===== src/rtl/or_mask_splitter.sv =====
// or_mask_splitter: unpacks a merged OR mask into its one-hot words, lowest bit first.
// Ports:
//   clock, reset_n    rising-edge clock, synchronous active-low reset
//   start, data_in    load request (IDLE only) and the mask to unpack
//   busy              high while emitting or finishing
//   out_valid/ready   valid/ready handshake for the emitted words
//   out_onehot        lowest remaining set bit as a one-hot word
//   out_index         bit position of out_onehot
//   out_last          current word is the final one
//   done              one-cycle completion pulse
//   bit_count         words transferred for the last mask
module or_mask_splitter #(
   parameter int WIDTH = 32,
   parameter int IDX_W = 5
) (
   input  logic             clock,
   input  logic             reset_n,
   input  logic             start,
   input  logic [WIDTH-1:0] data_in,
   output logic             busy,
   output logic             out_valid,
   input  logic             out_ready,
   output logic [WIDTH-1:0] out_onehot,
   output logic [IDX_W-1:0] out_index,
   output logic             out_last,
   output logic             done,
   output logic [IDX_W:0]   bit_count
);
   typedef enum logic [1:0] {IDLE, EMIT, DONE} stateT;
   stateT state, stateNext;
   logic [WIDTH-1:0] mask, lowBit;
   logic [IDX_W:0] counter, bitCountReg;
   logic xfer, lastBit;
   assign lowBit = mask & (~mask + 1'b1);
   // clearing the lowest bit leaves nothing exactly when one bit remains
   assign lastBit = (mask & (mask - 1'b1)) == '0;
   assign out_valid = state == EMIT;
   assign out_onehot = out_valid ? lowBit : '0;
   assign out_last = out_valid && lastBit;
   assign busy = state != IDLE;
   assign done = state == DONE;
   assign bit_count = bitCountReg;
   assign xfer = out_valid && out_ready;
   always_comb begin
      out_index = '0;
      for (int i = 0; i < WIDTH; i++)
         if (out_onehot[i]) out_index = IDX_W'(i);
   end
   always_comb begin
      stateNext = state;
      case (state)
         IDLE: if (start) stateNext = (data_in != '0) ? EMIT : DONE;
         EMIT: if (xfer && lastBit) stateNext = DONE;
         default: stateNext = IDLE;
      endcase
   end
   always_ff @(posedge clock) begin
      if (!reset_n) begin
         state <= IDLE;
         mask <= '0;
         counter <= '0;
         bitCountReg <= '0;
      end else begin
         state <= stateNext;
         if (state == IDLE && start) begin
            mask <= data_in;
            counter <= '0;
            if (data_in == '0) bitCountReg <= '0;
         end
         if (xfer) begin
            mask <= mask & ~lowBit;
            counter <= counter + 1'b1;
            // bit_count must already hold the final total during the DONE cycle
            if (lastBit) bitCountReg <= counter + 1'b1;
         end
      end
   end
endmodule


===== config.mk =====
export PLATFORM = sky130hd
export DESIGN_NAME = or_mask_splitter
export DESIGN_NICKNAME = d
export VERILOG_FILES = /design/src/rtl/or_mask_splitter.sv
export SDC_FILE = /design/constraint.sdc
export NUM_CORES = 1
export LEC_CHECK = 0
export CORE_MARGIN = 1
export CORE_UTILIZATION = 46
export CTS_BUF_LIST = sky130_fd_sc_hd__clkbuf_8
export DETAILED_ROUTE_END_ITERATION = 8
export DONT_BUFFER_PORTS = 1
export SLEW_MARGIN = 5
export SYNTH_ARGS = -nofsm -noshare
export SYNTH_HDL_FRONTEND = slang
export SYNTH_SLANG_ARGS = --single-unit

===== constraint.sdc =====
create_clock -name clock -period 3.3 [get_ports clock]
set_clock_uncertainty 0.1 [all_clocks]
set_input_delay 0.165 -clock clock [delete_from_list [all_inputs] [get_ports clock]]
set_output_delay 0.165 -clock clock [all_outputs]
set_load 0.01 [all_outputs]

==> run summary <==
Rel. slew slack: 0.504
final max-slew violation count: 0
Sum Neg Setup Slack: 0 ns
CTS tree: done
die height: 83.9 um
top post-synthesis cells by area: dfxtp_1, a22oi_1, nor2b_1, o21ai_0, nand2_1
final hold violations: 0
Syn Std Cell Area: 3090 um2
Worst Setup SP: mask[0]
critical path, cell by cell: nor2_1 > nand2_2 > nor2_1 > and3_1 > or4_1 > or4_1 > or3_1
Worst-path clk slew: 0.10 ns
post-synth top area share: 0.298
Synth Register Bits: 46
first-pass GRT wire length: 16.1 mm
Largest stage delay, worst path: 0.52 ns
unrepaired setup endpoints after global routing: false
Worst Hold Class: in2reg
fmax: 0.318 GHz
first-pass iteration count of the detailed router: 7
top-count cell post-synth: dfxtp_1
area grow syn2layout: 16.9%
Lkg Pwr: 1.38 nW
Tmin final: 3.15 ns
Syn Area/Cell: 7.55 um2
Vias per Instance: 6.29
slowest stage cell, crit path: or4_1
asr flop ratio synth: 0
GRT Total Usage: 0.287
flop-to-flop setup slack: 0.33 ns
PortBufs: 0
die width: 83.9 um
Final nets: 472
Reg-to-Reg End: bit_count[4]
Unique masters post-synth: 54
Setup Viol. Count Final: 0
CTS Sinks: 46
register area share after synthesis: 0.298
setup ws final: 0.155 ns
Max Root-Sink Buffers: 2
Core ar.: 6420 um2
number of synthesized flops with an enable pin: 0
initial antenna violation count: 1
DR vias: 3,234
Mapped Nets: 446
worst path required time: 3.03 ns
Std-Cell Rows: 29
Data arrival, critical path: 2.88 ns
GRT overflow: 0
pwr dens: 426 nW/um2
H-tree depth: 2
largest net degree at the start of global routing: 54
Max Cap Viol: 0
worst-path maximum fanout: 10
worst r2r src: mask[10]
Final Instance Area: 3610 um2
Yosys warnings: 0
worst skew pair latency: 0.30 ns
placed insts: 473
CTS root buf: clkbuf_8
status: finished, violations left
Setup WS pre-CTS: 0.420 ns
drt wl/cell: 19.5 um
share of post-route cells with drive strength above 1: 0.0734
crit path capture type: output port
filler cell count: 621
crit path capture: out_index[0]
R2R cell count: 8
I/O pin count: 83
vias in the first global route: 3,022
Final GP Congestion: 0.902
peak supply drop: 227 uV
Final Instance Count excl. Fillers: 514
total CTS buffers: 5
Post-synth top cells: dfxtp_1, nand2_1, o21ai_0
worst slew pin tran: 0.742 ns
Post-Route WL: 10.0 mm
# DRC: 12
die area: 7040 um2
Post-CTS Setup Bufs: 0
failing checks: DRC
DRT iter0 DRCs: 306
Initial Utilization: 0.481
Placed Area: 3160 um2
Setup CP Type: reg2out
Post-DRT Antenna Nets: 0
Final period util: 0.953
Critical Path Start Type: flop
Syn Inst Count: 409
Primary FF master, synth: dfxtp_1
placed wire-length estimate: 7.07 mm
Yosys top cell by area: dfxtp_1
[metrics by stage]
stage                     utilization  hold WS (ns)  power, W
after global routing            0.562       0.00326   0.00162
after CTS                       0.561       0.00406   0.00154
after detailed placement        0.493         0.195   0.00107
after global placement          0.493         0.194   0.00106
after floorplan                     -         0.210  0.000966
final                           0.562       0.00394   0.00154
[cells in the final DEF (no fill, tap or decap), drive strengths merged, types with 3 or more instances in the layout]
cell type / count
buf: 14
or4: 3
and2: 8
nor3: 20
nor2: 30
o41ai: 3
dlygate4sd3: 31
a22oi: 27
nand3: 18
a2111oi: 3
a21boi: 6
nand4: 5
o21ai: 34
and3: 17
and4: 3
inv: 10
nor4: 19
a211oi: 3
or3: 8
nor2b: 30
dfxtp: 46
a21oi: 9
or2: 3
maj3: 4
mux2i: 5
clkbuf: 5
nand2: 40
xnor2: 3
[metal layers]
metal / routed length (um) / global-route usage / up-vias
met2: 4540 / 0.435 / 117
met1: 4520 / 0.398 / 1528
met5: 0 / 0 / -
met3: 720 / 0.0742 / 23
met4: 218 / 0.0893 / 0
li1: - / - / 1566
[critical path, delay by kind of cell (launching register included)]
kind	cells	cell delay, ns
flip-flops	1	0.51
AND/OR/NAND/NOR	7	2.07
[where the power goes]
group	leakage [nW]	switching [W]	internal [W]	total, W
combinational	0.946	0.000283	0.000182	0.000465
sequential	0.376	0.0000574	0.000587	0.000644
clock	0.0556	0.000206	0.000223	0.000429
total	1.38	0.000546	0.000992	0.00154
[what timing repair did]
item	4_1_cts	5_1_grt
resized for setup	0	1
hold buffers	32	0
hold endpoints to repair	46	0
endpoints found under the setup margin	0	2
[kinds of logic (layout without fill, tap and decap cells)]
group,count (synthesis),in the layout,synth area share
other cells,0,1,0
fa+ha+maj,5,5,0.0170
mux,5,5,0.0162
xor+xnor,5,5,0.0142
compound gates,99,99,0.213
simple gates,214,214,0.392
flops,46,46,0.298
buf+inv,35,62,0.0490
[registers in the layout (all words and copies together), names as in the netlist]
register / count
mask: 32
bit_count: 6
counter: 6
state: 2
[cell type report]
type / count / area (um2) / share of cell area
multi-input cells: 328 / 2020 / 0.559
inverters: 9 / 33.8 / 0.00937
diodes: 1 / 2.50 / 0.000694
clock inverters: 3 / 41.3 / 0.0114
well taps: 77 / 96.3 / 0.0267
clock buffers: 5 / 68.8 / 0.0191
repair buffers: 45 / 428 / 0.119
flip-flops and latches: 46 / 921 / 0.255
[worst min-delay path by stage]
stage / startpoint / endpoint / cells past startpoint
after floorplan: data_in[28] / mask[28] / 2
after global placement: reset_n / counter[2] / 1
after detailed placement: reset_n / mask[13] / 1
after CTS: data_in[13] / mask[13] / 3
after global routing: data_in[13] / mask[13] / 3
final: data_in[13] / mask[13] / 3
No activity file was read; power rests on OpenSTA's default activity.
